$ cat config.mk
export PLATFORM = sky130hd
export DESIGN_NAME = keypad_matrix_scanner_flat
export DESIGN_NICKNAME = d
export VERILOG_FILES = /design/src/rtl/keypad_matrix_scanner_pkg.sv /design/src/rtl/keypad_matrix_scanner_if.sv /design/src/rtl/keypad_matrix_scanner_key_debounce.sv /design/src/rtl/keypad_matrix_scanner.sv /design/src/flat_wrapper.sv
export SDC_FILE = /design/constraint.sdc
export NUM_CORES = 1
export LEC_CHECK = 0
export ABC_CLOCK_PERIOD_IN_PS = 2900
export BUFFER_PORTS_ARGS = -buffer_cell sky130_fd_sc_hd__buf_2
export CAP_MARGIN = 30
export CORE_MARGIN = 2
export CORE_UTILIZATION = 57
export DETAILED_ROUTE_END_ITERATION = 8
export GPL_ROUTABILITY_DRIVEN = 0
export PLACE_DENSITY_LB_ADDON = 0.05
export SLEW_MARGIN = 10
export SYNTH_ARGS = -nofsm -noshare
export SYNTH_HDL_FRONTEND = slang
export SYNTH_SLANG_ARGS = --single-unit
$ cat constraint.sdc
create_clock -name clk -period 2.9 [get_ports clk]
set_clock_uncertainty 0.05 [all_clocks]
set_input_delay 0.145 -clock clk [delete_from_list [all_inputs] [get_ports clk]]
set_output_delay 0.145 -clock clk [all_outputs]
set_load 0.005 [all_outputs]
$ cat src/rtl/keypad_matrix_scanner_pkg.sv
// keypad_pkg: scan FSM states, idle row level and index helpers shared by the keypad scanner
package keypad_pkg;
  typedef enum logic {ST_SETTLE, ST_SAMPLE} state_t;
  localparam logic ROW_IDLE = 1'b1;
  function automatic int kp_index(input int row, input int col, input int cols);
    return row * cols + col;
  endfunction
  function automatic int lsb_index(input logic [63:0] v);
    lsb_index = 0;
    for (int i = 63; i >= 0; i--) if (v[i]) lsb_index = i;
  endfunction
endpackage

$ cat src/rtl/keypad_matrix_scanner_if.sv
// keypad_matrix_scanner_if: keypad pins plus the debounced bitmap and event outputs
interface keypad_matrix_scanner_if #(
  parameter int ROWS = 4,
  parameter int COLS = 4
);
  localparam int N = ROWS * COLS;
  localparam int CW = $clog2(N);
  logic [COLS-1:0] kp_col;
  logic [ROWS-1:0] kp_row;
  logic [N-1:0] key_state;
  logic [N-1:0] key_press;
  logic [N-1:0] key_rel;
  logic key_valid;
  logic [CW-1:0] key_code;
  logic frame_done;
  modport master(input kp_col, output kp_row, key_state, key_press, key_rel, key_valid, key_code, frame_done);
  modport slave(output kp_col, input kp_row, key_state, key_press, key_rel, key_valid, key_code, frame_done);
endinterface

$ cat src/rtl/keypad_matrix_scanner_key_debounce.sv
// keypad_key_debounce: one key's run counter, stable state and registered press/release pulses
module keypad_key_debounce #(
  parameter int DEBOUNCE = 3
) (
  input  logic clk,
  input  logic rst,
  input  logic en,
  input  logic raw,
  output logic stable,
  output logic press,
  output logic rel,
  output logic press_now
);
  logic [3:0] cnt;
  logic diff, flip;
  assign diff = en && raw != stable;
  assign flip = diff && cnt == 4'(DEBOUNCE - 1);
  assign press_now = flip && !stable;
  always_ff @(posedge clk or negedge rst)
    if (!rst) begin
      cnt <= '0;
      stable <= 1'b0;
      press <= 1'b0;
      rel <= 1'b0;
    end else begin
      press <= press_now;
      rel <= flip && stable;
      stable <= stable ^ flip;
      if (en) cnt <= diff && !flip ? cnt + 4'd1 : '0;
    end
endmodule

$ cat src/rtl/keypad_matrix_scanner.sv
// keypad_matrix_scanner: row scanner with per-key debounce and events; KP_GHOST_REJECT_EN commits at frame end and drops ghosted frames
module keypad_matrix_scanner
  import keypad_pkg::*;
#(
  parameter int ROWS = 4,
  parameter int COLS = 4,
  parameter int SETTLE = 1,
  parameter int DEBOUNCE = 3
) (
  input logic clk,
  input logic rst,
  keypad_matrix_scanner_if.master kp
);
  localparam int N = ROWS * COLS;
  localparam int CW = $clog2(N);
  localparam int RW = $clog2(ROWS);
  localparam state_t ST_INIT = SETTLE == 0 ? ST_SAMPLE : ST_SETTLE;
  state_t state, state_nx;
  logic [2:0] scnt, scnt_nx;
  logic [RW-1:0] idx, idx_nx;
  logic sample, frame_end, key_valid, frame_done;
  logic [CW-1:0] key_code;
  logic [ROWS-1:0] row_drv;
  logic [N-1:0] row_en, row_raw, en, raw, stable, press, rel, press_now, acc, acc_full;
  always_ff @(posedge clk or negedge rst)
    if (!rst) begin
      state <= ST_INIT;
      scnt <= '0;
      idx <= '0;
    end else begin
      state <= state_nx;
      scnt <= scnt_nx;
      idx <= idx_nx;
    end
  always_comb begin
    sample = state == ST_SAMPLE;
    frame_end = sample && idx == RW'(ROWS - 1);
    state_nx = sample ? ST_INIT : scnt == 3'(SETTLE - 1) ? ST_SAMPLE : ST_SETTLE;
    scnt_nx = sample || scnt == 3'(SETTLE - 1) ? '0 : scnt + 3'd1;
    idx_nx = !sample ? idx : frame_end ? '0 : idx + RW'(1);
  end
  always_comb begin
    row_drv = {ROWS{ROW_IDLE}};
    row_en = '0;
    row_raw = '0;
    for (int r = 0; r < ROWS; r++) begin
      row_drv[r] = idx == RW'(r) ? ~ROW_IDLE : ROW_IDLE;
      for (int c = 0; c < COLS; c++) begin
        row_en[CW'(kp_index(r, c, COLS))] = sample && idx == RW'(r);
        row_raw[CW'(kp_index(r, c, COLS))] = !kp.kp_col[c];
      end
    end
  end
`ifdef KP_GHOST_REJECT_EN
  logic [N-1:0] raw_acc, raw_full;
  logic ghost;
  // Two rows sharing two closed columns form a rectangle: the fourth corner may be phantom.
  always_comb begin
    raw_full = raw_acc | (row_en & row_raw);
    ghost = 1'b0;
    for (int a = 0; a < ROWS; a++)
      for (int b = a + 1; b < ROWS; b++)
        ghost = ghost | ($countones(raw_full[a*COLS +: COLS] & raw_full[b*COLS +: COLS]) > 1);
  end
  always_ff @(posedge clk or negedge rst)
    if (!rst) raw_acc <= '0;
    else raw_acc <= frame_end ? '0 : raw_full;
  assign en = {N{frame_end && !ghost}};
  assign raw = raw_full;
`else
  assign en = row_en;
  assign raw = row_raw;
`endif
  for (genvar k = 0; k < N; k++) begin : g_key
    keypad_key_debounce #(.DEBOUNCE(DEBOUNCE)) u_db (
      .clk(clk),
      .rst(rst),
      .en(en[k]),
      .raw(raw[k]),
      .stable(stable[k]),
      .press(press[k]),
      .rel(rel[k]),
      .press_now(press_now[k])
    );
  end
  // Last row's presses are still combinational at frame end, so fold them in before encoding.
  assign acc_full = acc | press_now;
  always_ff @(posedge clk or negedge rst)
    if (!rst) begin
      acc <= '0;
      key_valid <= 1'b0;
      key_code <= '0;
      frame_done <= 1'b0;
    end else begin
      acc <= frame_end ? '0 : acc_full;
      frame_done <= frame_end;
      key_valid <= frame_end && |acc_full;
      if (frame_end && |acc_full) key_code <= CW'(lsb_index(64'(acc_full)));
    end
  assign kp.kp_row = row_drv;
  assign kp.key_state = stable;
  assign kp.key_press = press;
  assign kp.key_rel = rel;
  assign kp.key_valid = key_valid;
  assign kp.key_code = key_code;
  assign kp.frame_done = frame_done;
endmodule
$ cat src/flat_wrapper.sv
// flat-port wrapper written by rule: the top's interface ports become plain ports
module keypad_matrix_scanner_flat import keypad_pkg::*;
#(
  parameter int ROWS = 4,
  parameter int COLS = 4,
  parameter int SETTLE = 1,
  parameter int DEBOUNCE = 3
)
  (clk, rst, kp_kp_col, kp_kp_row, kp_key_state, kp_key_press, kp_key_rel, kp_key_valid, kp_key_code, kp_frame_done);
  keypad_matrix_scanner_if #(.ROWS(ROWS), .COLS(COLS)) kp_i ();
  input logic clk;
  input logic rst;
  input wire logic [$bits(kp_i.kp_col)-1:0] kp_kp_col;
  output wire logic [$bits(kp_i.kp_row)-1:0] kp_kp_row;
  output wire logic [$bits(kp_i.key_state)-1:0] kp_key_state;
  output wire logic [$bits(kp_i.key_press)-1:0] kp_key_press;
  output wire logic [$bits(kp_i.key_rel)-1:0] kp_key_rel;
  output wire logic [$bits(kp_i.key_valid)-1:0] kp_key_valid;
  output wire logic [$bits(kp_i.key_code)-1:0] kp_key_code;
  output wire logic [$bits(kp_i.frame_done)-1:0] kp_frame_done;
  assign kp_i.kp_col = kp_kp_col;
  assign kp_kp_row = kp_i.kp_row;
  assign kp_key_state = kp_i.key_state;
  assign kp_key_press = kp_i.key_press;
  assign kp_key_rel = kp_i.key_rel;
  assign kp_key_valid = kp_i.key_valid;
  assign kp_key_code = kp_i.key_code;
  assign kp_frame_done = kp_i.frame_done;
  keypad_matrix_scanner #(.ROWS(ROWS), .COLS(COLS), .SETTLE(SETTLE), .DEBOUNCE(DEBOUNCE)) u_core (.clk(clk), .rst(rst), .kp(kp_i));
endmodule
==> impl_metrics.json <==
{
  "ioPinCount": 64,
  "hold_viol_final": 0,
  "nFillCells": 569,
  "die_y_um": 87.64,
  "ys.flop_type": "dfrtp_1",
  "post-route-period-util": 0.8731,
  "rr_worst_depth": 10,
  "drcViolationCount": 0,
  "postRouteAntennaNets": 0,
  "synth_cells": 385,
  "htreeDepth": 3,
  "route.met3.wl_um": 222,
  "maxCapViolations": 0,
  "drt_wl_total_mm": 6.089,
  "rows": 30,
  "synthArstFlopShare": 1.000,
  "detail_route.wl_per_cell_um": 11.99,
  "start_util": 0.5869,
  "layout.cells.most_common": "dfrtp_1",
  "cp_data_arrival_time_ns": 2.71,
  "yosysUniqueCellTypes": 41,
  "drive_above_1_share": 0.1626,
  "drt-initial-drc-count": 102,
  "cts.sinks": 76,
  "cts_setup_buffers": 0,
  "clockRootBuffer": "clkbuf_8",
  "cts.path.max_buffers": 2,
  "criticalPathCategory": "register to register",
  "outcome": "finished clean",
  "clk_pin_slew_worst_paths_ns": 0.07,
  "synth_seq_area_share": 0.4769,
  "slew_viol_final": 0,
  "grt_max_degree": 77,
  "power_density_nw_per_um2": 523.0,
  "dp_hpwl_mm": 4.349,
  "clock.fmax_mhz": 395.0,
  "via_count": 2456,
  "crit_path_end_kind": "register",
  "hold_depth": 4,
  "chipWidth_um": 87.64,
  "area_growth_pct": 6.119,
  "stdcell_count": 508,
  "grt_pass1_wl_mm": 10.46,
  "synth_edf_count": 0,
  "grt_usage": 0.1775,
  "core_area_um2": 6794,
  "diodes": 0,
  "setup_tns_ns": 0,
  "postCtsHoldBufs": 1,
  "io_buffers": 39,
  "netlist_area_um2": 3988,
  "wl_met1_mm": 3.227,
  "antenna_found_initial": 0,
  "clk_latency_ns": 0.34,
  "numCtsBuffers": 9,
  "finalPower_uw": 2213,
  "cts_tree": "yes",
  "preCtsSetupSlack_ns": 0.3649,
  "via_per_inst": 4.835,
  "ys_seq_elements": 76,
  "synth_warnings": 0,
  "path_max_fanout": 13,
  "max-vdd-ir-drop_v": 0.0002506,
  "leakage_uw": 0.002253,
  "worst-r2r-setup-slack_ns": 0.37,
  "syn_area_per_cell_um2": 10.36,
  "final_cell_mix": "dfrtp_1 (76), ha_1 (38), buf_2 (38)",
  "finish.instance_area_um2": 4232,
  "die-area_um2": 7681,
  "setup_viol": 0,
  "cp.required_ns": 3.07,
  "grt_pass1_vias": 2262,
  "overflow": 0,
  "dr.pass1.iters": 4,
  "top_layer_used": "met4",
  "worstSetupStartpointType": "register",
  "hold_class": "input pin to register",
  "nNetsFinal": 452,
  "rsz0062_at_grt": "false",
  "dpl.cell_count": 491,
  "wl_met2_mm": 2.519,
  "placed_area_um2": 4018,
  "timing.final.ws_setup_ns": 0.3681,
  "ctsResizeCount": 0,
  "fin_crit_ns": 2.532
}
-- where the power goes --
group	internal (µW)	leakage (µW)	switching [µW]
registers	1120	0.00100	70.2
logic	107	0.00116	140
clock network	417	0.0000935	355
-- final cells by class --
class / instances / area (µm²) / share of cell area
Clock buffer: 13 / 148.9 / 0.03519
Tap cell: 96 / 120.1 / 0.02839
Inverter: 35 / 131.4 / 0.03105
Multi-Input combinational cell: 244 / 1659 / 0.3921
Clock inverter: 2 / 35.03 / 0.008279
Sequential cell: 76 / 1902 / 0.4494
Timing Repair Buffer: 42 / 235.2 / 0.05559
-- logic make-up after synthesis --
logic type,after synthesis,share of synthesized area
AO/OA/AOI/OAI,52,0.08629
other,1,0.0009404
multiplexers,1,0.003764
adder cells (fa/ha/maj),38,0.1192
flip-flops,76,0.4769
AND/OR/NAND/NOR,119,0.1622
XOR/XNOR,10,0.02197
buffers and inverters,88,0.1286
-- layer usage --
metal,GRT usage,vias up
met2,0.2672,68
met4,0.08392,0
met3,0.03110,11
met5,0,-
li1,-,1253
met1,0.2505,1124
-- critical path, cell delays in order, from the launching register on --
cell and delay, ns:
dfrtp_1 0.40, inv_1 0.11, ha_1 0.20, and2_1 0.42
nand2_1 0.10, nor2_1 0.18, ha_1 0.20, nor2_1 0.09
and3_4 0.19, a31oi_4 0.15, mux2_4 0.31
-- state kept, by name, indices dropped and copies added (netlist names), 2 cells and up --
name	flops
u_core.acc	8
u_core.g_key.u_db.cnt	32
u_core.g_key.u_db.press	8
u_core.g_key.u_db.rel	8
u_core.g_key.u_db.stable	8
u_core.idx	2
u_core.kp.key_code	4
u_core.scnt	3
-- cell usage after synthesis (3+ instances only) --
| library cell | number | share of area |
|---|---|---|
| ha_1 | 38 | 0.12 |
| nor4_4 | 3 | 0.016 |
| or3b_1 | 6 | 0.013 |
| a211o_1 | 5 | 0.011 |
| dfrtp_1 | 76 | 0.48 |
| nor2_1 | 30 | 0.028 |
| or2_1 | 4 | 0.0063 |
| buf_4 | 48 | 0.090 |
| a41oi_1 | 5 | 0.011 |
| a21oi_1 | 4 | 0.0050 |
| inv_1 | 34 | 0.032 |
| clkbuf_1 | 3 | 0.0028 |
| nand3_1 | 16 | 0.020 |
| a31oi_1 | 6 | 0.0094 |
| o21ai_0 | 23 | 0.029 |
| xor2_1 | 3 | 0.0066 |
| xnor2_1 | 7 | 0.015 |
| nor3b_1 | 6 | 0.011 |
| nand2_1 | 34 | 0.032 |
| a21o_1 | 3 | 0.0056 |
| nor3_1 | 7 | 0.0088 |
-- per-stage QoR --
step | util | hold slack [ns]
4_1_cts | 0.6199 | 0.2239
6_report | 0.6228 | 0.2346
5_1_grt | 0.6228 | 0.2890
3_3_place_gp | 0.5913 | 0.3030
2_1_floorplan | - | -0.2006
3_5_place_dp | 0.5913 | 0.3092
-- final timing paths --
path                                                    end      startpoint
worst max register to register        u_core.kp.key_code[0]   u_core.idx[0]
max in group asynchronous       u_core.g_key[2].u_db.stable             rst
worst max-delay path                  u_core.kp.key_code[0]   u_core.idx[0]
min in group asynchronous       u_core.g_key[0].u_db.cnt[0]             rst
worst min register to register               u_core.scnt[0]  u_core.scnt[0]
worst min-delay path            u_core.g_key[3].u_db.cnt[0]    kp_kp_col[3]
No activity file was read; power rests on OpenSTA's default activity.
